**src/rtl/fpm_pkg.sv**
```systemverilog
// Shared definitions for the floating-point multiplier datapath.
package fpm_pkg;

    localparam int unsigned MANT_W = 24;
    localparam int unsigned PROD_W = 48;

    localparam logic [1:0] ST_IDLE = 2'd0;
    localparam logic [1:0] ST_CALC = 2'd1;
    localparam logic [1:0] ST_DONE = 2'd2;

    typedef enum logic [1:0] {
        StIdle = ST_IDLE,
        StCalc = ST_CALC,
        StDone = ST_DONE
    } mult_state_e;

endpackage

```
**src/rtl/mant_seq_mult.sv**
```systemverilog
// Iterative shift-add significand multiplier: one multiplier bit per cycle, full 2*Width product,
// valid/ready handshake on operand and result sides.
module mant_seq_mult
    import fpm_pkg::*;
#(
    parameter int unsigned Width = MANT_W
) (
    input  logic                 clk_i,
    input  logic                 rst_ni,
    input  logic                 in_valid_i,
    output logic                 in_ready_o,
    input  logic [Width-1:0]     a_i,
    input  logic [Width-1:0]     b_i,
    output logic                 out_valid_o,
    input  logic                 out_ready_i,
    output logic [2*Width-1:0]   p_o
);

    localparam int unsigned CntW = (Width > 1) ? $clog2(Width) : 1;
    localparam int unsigned AccW = 2 * Width + 1;

    // One shift-add step; the Width+1 bit adder keeps the carry out of the high half.
    function automatic logic [AccW-1:0] mult_step(input logic [AccW-1:0]  acc,
                                                  input logic [Width-1:0] mcand);
        logic [Width:0]   hi;
        logic [Width-1:0] lo;
        logic [Width:0]   sum;
        hi  = acc[2*Width:Width];
        lo  = acc[Width-1:0];
        sum = hi + (lo[0] ? {1'b0, mcand} : {(Width + 1){1'b0}});
        return {1'b0, sum, lo[Width-1:1]};
    endfunction

    mult_state_e         state_q;
    logic [AccW-1:0]     acc_q;
    logic [AccW-1:0]     acc_d;
    logic [Width-1:0]    mcand_q;
    logic [CntW-1:0]     cnt_q;
    logic [2*Width-1:0]  p_q;
    logic                in_ready_q;
    logic                out_valid_q;

    assign acc_d = mult_step(acc_q, mcand_q);

    always_ff @(posedge clk_i or negedge rst_ni) begin
        if (!rst_ni) begin
            state_q     <= StIdle;
            acc_q       <= '0;
            mcand_q     <= '0;
            cnt_q       <= '0;
            p_q         <= '0;
            in_ready_q  <= 1'b1;
            out_valid_q <= 1'b0;
        end else begin
            case (state_q)
                StIdle: begin
                    if (in_valid_i) begin
                        mcand_q    <= a_i;
                        acc_q      <= {{(Width + 1){1'b0}}, b_i};
                        cnt_q      <= '0;
                        state_q    <= StCalc;
                        in_ready_q <= 1'b0;
                    end
                end
                StCalc: begin
                    acc_q <= acc_d;
                    cnt_q <= cnt_q + CntW'(1);
                    if (cnt_q == CntW'(Width - 1)) begin
                        p_q         <= acc_d[2*Width-1:0];
                        state_q     <= StDone;
                        out_valid_q <= 1'b1;
                    end
                end
                StDone: begin
                    if (out_ready_i) begin
                        state_q     <= StIdle;
                        out_valid_q <= 1'b0;
                        in_ready_q  <= 1'b1;
                    end
                end
                default: begin
                    // Unused encoding: drop back to a clean idle.
                    state_q     <= StIdle;
                    out_valid_q <= 1'b0;
                    in_ready_q  <= 1'b1;
                end
            endcase
        end
    end

    assign in_ready_o  = in_ready_q;
    assign out_valid_o = out_valid_q;
    assign p_o         = p_q;

endmodule

```
**config.mk**
```make
export PLATFORM = sky130hd
export DESIGN_NAME = mant_seq_mult
export DESIGN_NICKNAME = d
export VERILOG_FILES = /design/src/rtl/fpm_pkg.sv /design/src/rtl/mant_seq_mult.sv
export SDC_FILE = /design/constraint.sdc
export NUM_CORES = 1
export LEC_CHECK = 0
export CAP_MARGIN = 10
export CORE_MARGIN = 2
export CORE_UTILIZATION = 25
export DETAILED_ROUTE_END_ITERATION = 16
export GPL_ROUTABILITY_DRIVEN = 0
export GPL_TIMING_DRIVEN = 0
export HOLD_SLACK_MARGIN = 0.15
export PLACE_DENSITY = 0.47
export SLEW_MARGIN = 20
export SYNTH_ARGS = -nofsm -noshare
export SYNTH_HDL_FRONTEND = slang
export SYNTH_SLANG_ARGS = --single-unit
```
**constraint.sdc**
```tcl
create_clock -name clk_i -period 2.7 [get_ports clk_i]
set_input_delay 0.54 -clock clk_i [delete_from_list [all_inputs] [get_ports clk_i]]
set_output_delay 0.54 -clock clk_i [all_outputs]
set_load 0.005 [all_outputs]
```
==> results_tabular.tex <==
\begin{tabular}{lr}
\hline
Metric & Value \\
\hline
\multicolumn{2}{l}{\textbf{Finish}} \\
Final net count & 875 \\
Final std cells w/o fill & 1133 \\
Area added between synthesis and finish & 40.97\% \\
Most frequent cells in the layout & dfrtp\_1, nand2\_1, clkdlybuf4s50\_1 \\
Number of fill cells in the layout & 2495 \\
Ratio of cells with drive above 1 in the final layout & 16.81\% \\
Diodes inserted & 0 \\
Most frequent standard cell in the layout excluding fill and tap cells & dfrtp\_1 \\
\multicolumn{2}{l}{\textbf{Setup path}} \\
Critical-path maximum fanout & 5 \\
Critical Path Max Stage Delay & 440 ps \\
Reg2Reg Launch Point & acc\_q[0] \\
Worst path arrival time & about 3000 ps \\
Sequence of cells on the critical path & buf\_8 > and2\_4 > ha\_4 > fa\_2 > a21o\_1 > a221oi\_4 > nor3\_2 > o21a\_1 > a21oi\_4 > buf\_6 > xor2\_2 > o21ai\_1 \\
Worst Setup End Kind & flip-flop \\
Crit path required time & 2980 ps \\
Class of the most critical setup path & reg -> reg \\
Launch point of the worst path & acc\_q[0] \\
Slowest cell on the critical path & dfrtp\_2 \\
Category of the worst setup path launch point & flip-flop \\
\multicolumn{2}{l}{\textbf{GRT}} \\
First-pass GRT wire length & 29570 µm \\
Via count of the first global-routing pass & 5430 \\
Tot GR Track Use & 14.49\% \\
Maximum number of pins on one net before global-route repair & 66 \\
GRT overflow & 0 \\
Antenna violations before repair & 0 \\
\multicolumn{2}{l}{\textbf{Run status}} \\
Violations in the final reports & setup timing \\
Status & finished, violations left \\
\multicolumn{2}{l}{\textbf{Power}} \\
Maximum vdd ir drop & roughly 0.51 mV \\
Power density of the placed cells & $\sim$1300 mW/mm² \\
Leakage & between 3 and 4 nW \\
Design Power & around 12 mW \\
\multicolumn{2}{l}{\textbf{Worst hold path}} \\
Start point of the worst min-delay path & mcand\_q[5] \\
HP Class & reg -> reg \\
\multicolumn{2}{l}{\textbf{CTS}} \\
Number of clock buffers inserted by TritonCTS & 17 \\
Source-to-sink clock delay at the later pin of the worst-skew pair & 420 ps \\
Max clock buf depth & 2 \\
Cell at the root of the clock tree & clkbuf\_16 \\
H-tree levels & 4 \\
Number of clock sinks & 129 \\
Clock slew seen by the registers of the worst setup and hold paths & 60 ps \\
CTS tree & yes \\
\multicolumn{2}{l}{\textbf{Timing}} \\
Aggregate negative setup slack & -515.7 ps \\
Actual slew at the worst max-slew pin & $\sim$1000 ps \\
Final count of pins violating max slew & 0 \\
Min cycle time layout & 2790 ps \\
Unrepaired setup endpoints after global routing & yes \\
Hold Fails Final Rpt & 0 \\
Largest clock skew in the final design & 10.42 ps \\
Upper clock frequency limit & 358.4 MHz \\
Relative max-transition margin & 30.85\% \\
Setup Viol. Count Final & 9 \\
Final WS setup & -89.97 ps \\
Tcrit/Tclk final & 103.3\% \\
\multicolumn{2}{l}{\textbf{Die}} \\
Cell Rows & 57 \\
I/O pin total & about 100 \\
Overall die area & 0.02628 mm² \\
Width of the die & 162.1 µm \\
Die span in y & roughly 160 µm \\
Total core area & 0.02446 mm² \\
Starting density of the core & between 20\% and 30\% \\
\multicolumn{2}{l}{\textbf{Yosys}} \\
Yosys warning count & 0 \\
Predominant post-synthesis flop cell & dfrtp\_1 \\
Library cells used by synthesis & 48 \\
Async S/R FF share, synth & 100.0\% \\
Net count after synthesis & 734 \\
Number of flops mapped to enable cells by yosys & 0 \\
Biggest area contributors in the synthesized netlist & dfrtp\_1, nand2\_1, ha\_1 \\
Share of the yosys chip area belonging to registers & 51.66\% \\
Yosys top cell area share & 51.24\% \\
Cells after synthesis & 656 \\
Cell type with the highest aggregate area in the netlist & dfrtp\_1 \\
Post-synthesis register bit count & 129 \\
Total standard cell area after synthesis & about 0.0063 mm² \\
Mapped Avg Cell Area & 9.529 µm² \\
\multicolumn{2}{l}{\textbf{Place}} \\
Placed cell count & 1082 \\
I/O Buffers & 101 \\
Detailed-placement wirelength estimate & 13020 µm \\
\multicolumn{2}{l}{\textbf{Route}} \\
DRC viols & 0 \\
Remaining antenna violation count after routing & 0 \\
Iteration-0 DRC Markers & between 150 and 200 \\
Per-cell routed wire length & 16.26 µm \\
Vias after detailed routing & 5187 \\
Iteration count of the initial detailed-routing pass & 4 \\
Via density per instance & between 4 and 5 \\
Routed Wire Length & 18420 µm \\
\multicolumn{2}{l}{\textbf{Job}} \\
Max-capacitance violation count & 0 \\
\hline
\end{tabular}
-- path summary, 6_finish.rpt --
kind,end,slack [ps],cells past startpoint
worst min-delay path,mcand_q[5],470,2
worst max register to register,acc_q[39],-90,12
worst min register to register,mcand_q[5],470,2
min in group asynchronous,p_o[5],650,2
max in group asynchronous,acc_q[30],1330,3
worst max-delay path,acc_q[39],-90,12
-- flip-flops by register name, indices dropped and copies added (netlist names) --
register,flops
acc_q,48
p_o,48
mcand_q,24
cnt_q,5
state_q,2
in_ready_o,1
out_valid_o,1
-- Yosys cell counts, types with 8 or more instances --
library cell / instances
nand2_1: 128
and2_1: 24
nand3_1: 24
o22ai_1: 26
clkbuf_1: 27
nand4_1: 9
mux2_2: 26
dfrtp_1: 128
ha_1: 25
nor2_1: 70
o21ai_0: 54
a21oi_1: 25
xnor2_1: 8
xor2_1: 12
-- critical path: cells and delay by family, from the launching register on --
kind	cells	cell delay, ps
adder cells (fa/ha/maj)	2	510
AO/OA/AOI/OAI	5	1030
flip-flops	1	440
AND/OR/NAND/NOR	2	240
buffers and inverters	2	280
XOR/XNOR	1	150
-- what timing repair did --
action,4_1_cts,5_1_grt
endpoints found under the setup margin,34,30
buffers inserted,14,5
pin swaps,21,16
cloned,1,0
hold buffers,1,0
resized for setup,39,44
endpoints found under the hold margin,63,0
-- logic make-up after synthesis --
kind of cell | synth area share [%]
flip-flops | 51.66
multiplexers | 4.684
XOR/XNOR | 2.802
AO/OA/AOI/OAI | 14.37
buffers and inverters | 2.242
AND/OR/NAND/NOR | 18.92
adder cells (fa/ha/maj) | 5.324
-- layout make-up --
cell class                      instances  area (µm²)  share of cell area [%]
Sequential cell                       129        3231                   36.66
Timing Repair Buffer                  123        1207                   13.70
Multi-Input combinational cell        491        3224                   36.59
Clock buffer                           22       464.2                   5.268
Inverter                                4       15.01                  0.1704
Clock inverter                          9       132.6                   1.505
Buffer                                 31       132.6                   1.505
Tap cell                              324       405.4                   4.600
-- metal layers --
metal  global-route usage (%)  vias up  wire length (µm)  share of wire, %
met2                    22.71      125              8189                44
met4                    3.862        0               229               1.2
met1                    18.91     2481              8503                46
li1                         -     2565                 -                 -
met5                        0        -                 0                 0
met3                    5.312       16              1502               8.2
-- power by group --
part           internal [mW]  leakage [nW]  switching [mW]
Combinational           2.72          1.88            3.32
Clock                   1.50         0.286           0.888
Sequential              2.82          1.61           0.532
-- stage by stage --
step                      hold slack [ps]  cell area, µm²  setup WS (ps)  utilization, %
after floorplan                     244.4            6262          22.16               -
after global routing                491.5            8812         -221.5           36.02
after global placement              454.0            7679          -4421           31.39
final                               469.4            8812         -89.97           36.02
after CTS                           475.1            8586         -120.2           35.10
after detailed placement            457.7            7711         -620.0           31.52
(Power assumes the default switching activity.)
==> edit 1 (same flow settings) <==
`MANT_W`: 24 -> 36.
--- a/src/rtl/fpm_pkg.sv
+++ b/src/rtl/fpm_pkg.sv
@@ -1,7 +1,7 @@
 // Shared definitions for the floating-point multiplier datapath.
 package fpm_pkg;
 
-    localparam int unsigned MANT_W = 24;
+    localparam int unsigned MANT_W = 36;
     localparam int unsigned PROD_W = 48;
 
     localparam logic [1:0] ST_IDLE = 2'd0;
Ports: changed (resized a_i, b_i and p_o); port bits go from 102 to 150. No check against the original RTL was run, so the function may have changed too.
==> edit 1 against the unedited design <==
The run still ends with negative setup slack left. Setup slack got worse by 240 ps. Final area increased by 60%. Count of clock-buffer cells in the layout decreased by 4. Global-route usage increased by 1.4 points. Sequential cell count increased by 61. Area after synthesis increased by 58%. Critical endpoint is now p_o[69]. Combinational power increased by 77%. Wire length increased by 75%. Non-clock buffer count increased by 114. Largest power group unchanged. Hold slack improved by 1.9 ps. Total power increased by 58%.
==> edit 1: results (changes against the unedited design) <==
* Status: finished with violations
* Failing checks: negative setup slack
* Clock transition at path regs at 80 ps (+20 ps)
* Overall Power at 18.6 mW (+58%)
* Starting DRT DRC Count at 392 (+110%)
* Synthesized Nets at 1237 (+69%)
* Area after DPL at 0.0121 sq mm (+56%)
* Top sig layer: met5
* Layout cells sized above 1 at 18.0% (+1.2 points)
* First-pass GRT wire length at 51000 um (+73%)
* Mux contribution to synthesized area at 0.305% (-4.4 points)
* Yosys cell types at 70 (+46%)
* Routed wl met3 at 2300 um (+53%)
* Xor/xnor cell area share of the yosys netlist at 2.13% (-0.67 points)
* Commonest cells post-synth: 284 x nand2_1, 189 x dfrtp_1, 99 x nor2_1
* Setup crit end: p_o[69]
* Clock latency on the worst-skew pair at 450 ps (+30 ps)
* Setup ws final at -326 ps (-236 ps)
* Met1 WL at 14900 um (+76%)
* Peak VDD IR at 0.538 mV (+5.1%)
* Worst Clk Skew at 11.6 ps (+1.14 ps)
* Hold_ws at 471 ps (+1.92 ps)
* Hold endpoint: mcand_q[34]
* DP HPWL at 22900 um (+76%)
* Slew HR at 44.1% (+13 points)
* Initial antenna violation count at 3 (+3)
* R2R depth at 13 (+1)
* Fin cells at 1872 (+65%)
* Comb pwr share at 57.5% (+6.2 points)
* Global router's overall resource usage at 15.8% (+1.4 points)
* Pre-antenna DRT Iters at 5 (+1)
* LEAKAGE at 6.09 nW (+61%)
* Compound-Gate Fraction of Synth Area at 17.1% (+2.8 points)
* Largest cells by area after synthesis: dfrtp_1 48%, nand2_1 11%, ha_1 4.7%
* Hold Startpoint: mcand_q[34]
* Final setup vio count at 46 (+37)
* Flop+latch power at 5.16 mW (+54%)
* Adder-cell area share of the yosys netlist at 4.90% (-0.42 points)
* Cells after DPL at 1793 (+66%)
* Setup TNS at -7600 ps (-7080 ps)
edit 1: cell types whose count changed after synthesis, sizes merged, moves of 19 or more:
cell and delta:
mux2 -26, clkbuf +33, o21ai +27, nand2 +156
dfrtp +61, nor2 +29, a21o +19, nand3 +27
edit 1: layout make-up:
class	count	area (sq um)
fill	4043	24600
tap	518	648
inverter	9	33.8
antenna	1	2.50
multi-input combinational	854	5670
clock buffer	18	439
sequential	190	4760
buffer	62	355
clock inverter	14	181
timing repair buffer	206	2030
edit 1: logic make-up (layout without fill, tap and decap cells):
logic type,after synthesis,after routing
other,0,1
AO/OA/AOI/OAI,256,256
adder cells (fa/ha/maj),38,38
multiplexers,3,3
XOR/XNOR,24,24
AND/OR/NAND/NOR,533,533
flip-flops,190,190
buffers and inverters,79,309
edit 1: repair_timing:
item / CTS / global route
hold buffers: 1 / 0
pin swaps: 68 / 41
cloned: 2 / 0
buffers inserted: 31 / 20
gates resized for setup: 163 / 75
setup endpoints to repair: 83 / 58
hold endpoints to repair: 47 / 0
==> edit 2 (config.mk and constraints unchanged) <==
Made on the original files. Make the reset (`rst_ni`) synchronous in one clocked block.
--- a/src/rtl/mant_seq_mult.sv
+++ b/src/rtl/mant_seq_mult.sv
@@ -42,7 +42,7 @@
 
     assign acc_d = mult_step(acc_q, mcand_q);
 
-    always_ff @(posedge clk_i or negedge rst_ni) begin
+    always_ff @(posedge clk_i) begin
         if (!rst_ni) begin
             state_q     <= StIdle;
             acc_q       <= '0;
Function: differs if rst_ni is asserted again (counterexample within 4 cycles, from zero or initial values and one cycle with rst_ni low); with rst_ni held inactive, the same outputs for 10 cycles.
==> edit 2 against the unedited design <==
The run still ends with negative setup slack left. Die area fell by 0.78%. Wire length is 14% higher. Synthesized cell count rose by 18%. Sequential share of layout area is 6.8 points lower. Sequential cell count stayed put. Non-clock buffer count is 14 higher. Setup slack better by 65 ps. Final area shrank 1.8%. Area after synthesis decreased by 0.80%.
Power is not compared: it rests on default switching activity, and its combinational part moved more than twofold at a synthesized area within 25%.
==> edit 2: results (changes against the unedited design) <==
* Synth warnings at 0 (unchanged)
* Yosys cell types at 58 (+21%)
* Critical Path Max Stage Delay at 560 ps (+120 ps)
* Final setup vio count at 1 (-8)
* Commonest cells post-synth: 183 x nand2_1, 129 x dfxtp_1, 114 x a21oi_1
* Sequential share of the synthesized area at 41.6% (-10 points)
* Clock latency on the worst-skew pair at ~430 ps
* Global router's overall resource usage at 16.1% (+1.6 points)
* Post-synthesis cell count at 776 (+18%)
* Initial antenna violation count at 0 (unchanged)
* Htree depth at 4 (unchanged)
* Area after DPL at 0.00762 sq mm (-1.2%)
* Status: finished with violations
* Worst-Margin Slew at 888 ps (-147 ps)
* Failing checks: negative setup slack
* Antenna diodes at 0 (unchanged)
* Via density at 4.83 (+5.4%)
* First-pass GRT wire length at 32600 um (+10%)
* Nets@finish at 988 (+13%)
* Number of port buffers at 101 (unchanged)
* Setup ws final at -24.6 ps (+65.3 ps)
* Pre-CTS setup slack at -628 ps (-8.39 ps)
* Worst-case clock buffer depth at 2 (unchanged)
* Root buffer cell: clkbuf_16
* Asr flop ratio synth at 0% (-100 points)
* LEAKAGE at 3.10 nW
* Crit path max-delay family: compound AO/OA/AOI/OAI gates
* Starting DRT DRC Count at 349 (+89%)
* Largest net degree at the start of global routing at 17 (-74%)
* Fillcell total at 2559 (+2.6%)
* Synthesized Nets at 854 (+16%)
* Inserted Clock Buffers at 17 (unchanged)
* Worst path slowest cell: a2111o_1
* Arr. time, crit path at 3040 ps (-30 ps)
* Peak VDD IR at 0.305 mV
* Pre-antenna DRT Iters at 5 (+1)
* Worst-path fanout max at 10 (+5)
* Vias in the first global route at 5844 (+7.6%)
* HP Class: flop to flop
* Synth Flop Type: dfxtp_1
* Largest cells by area after synthesis: dfxtp_1 42%, nand2_1 11%, a21oi_1 9.2%
* Post-Route WL at 21000 um (+14%)
* Layout cells sized above 1 at 10.7% (-6.1 points)
* Residual DRC at 0 (unchanged)
* Worst Clk Skew at 9.84 ps (-0.584 ps)
* DP HPWL at 15000 um (+15%)
* Routed vias at 6017 (+16%)
* GR Overflow Total at 0 (unchanged)
* Clock transition at path regs at 60 ps (about the same)
-- edit 2: path summary, 6_finish.rpt --
kind / startpoint / end / slack [ps] / depth (start not counted)
min: mcand_q[16] / mcand_q[16] / 450 / 2
min reg2reg: mcand_q[16] / mcand_q[16] / 450 / 2
max reg2reg: acc_q[0] / acc_q[43] / -20 / 9
max: acc_q[0] / acc_q[43] / -20 / 9
-- edit 2: layout make-up --
class | count | area share (%)
multi-input cells | 588 | 42.0
flip-flops and latches | 129 | 29.9
repair buffers | 117 | 13.1
clock buffers | 20 | 5.28
well taps | 324 | 4.68
plain buffers | 51 | 2.67
clock inverters | 12 | 2.10
inverters | 6 | 0.260
-- edit 2: cell families (layout without fill, tap and decap cells) --
| family | count (synthesis) | in the layout | share of synthesized area (%) |
|---|---|---|---|
| AOI/OAI and AO/OA | 239 | 239 | 24.7 |
| xor gates and xnor gates | 18 | 18 | 2.54 |
| adders and majority gates | 26 | 26 | 5.37 |
| buffers and inverters | 59 | 206 | 3.75 |
| DFF | 129 | 129 | 41.6 |
| and+or+nand+nor | 305 | 305 | 22.0 |
-- edit 2: metal layers --
metal	vias up	routed length (um)	global-route usage, %	part of all wire, %
met5	-	0	0	0
met4	0	471	5.88	2.2
met3	36	1170	4.08	5.6
met2	158	9310	24.6	44
met1	2817	10000	21.9	48
li1	3006	-	-	-
-- edit 2: worst register-to-register path, delay by kind of cell, from the launching register on --
kind	cells	cell delay (ps)
fa+ha+maj	1	280
simple gates	2	350
flops	1	370
buf+inv	2	290
compound gates	4	1340
-- edit 2: metrics by stage --
| stage | util (%) | TNS [ps] |
|---|---|---|
| 6_report | 35.6 | -24.6 |
| 2_1_floorplan | - | 0 |
| 3_3_place_gp | 31.3 | -21960 |
| 3_5_place_dp | 31.3 | -23210 |
| 5_1_grt | 35.6 | -586 |
| 4_1_cts | 34.7 | -247 |
-- edit 2: repair_timing --
action,4_1_cts,5_1_grt
resized for setup,22,37
gates cloned,1,0
endpoints found under the setup margin,34,62
hold buffers,0,0
setup buffers,8,7
pin swaps,8,23
endpoints found under the hold margin,0,0
-- edit 2: power breakdown --
part           switching (mW)  internal [mW]  total (mW)
clock                   0.909           1.60        2.51
sequential             0.0360           1.96        1.99
combinational           0.221          0.153       0.374
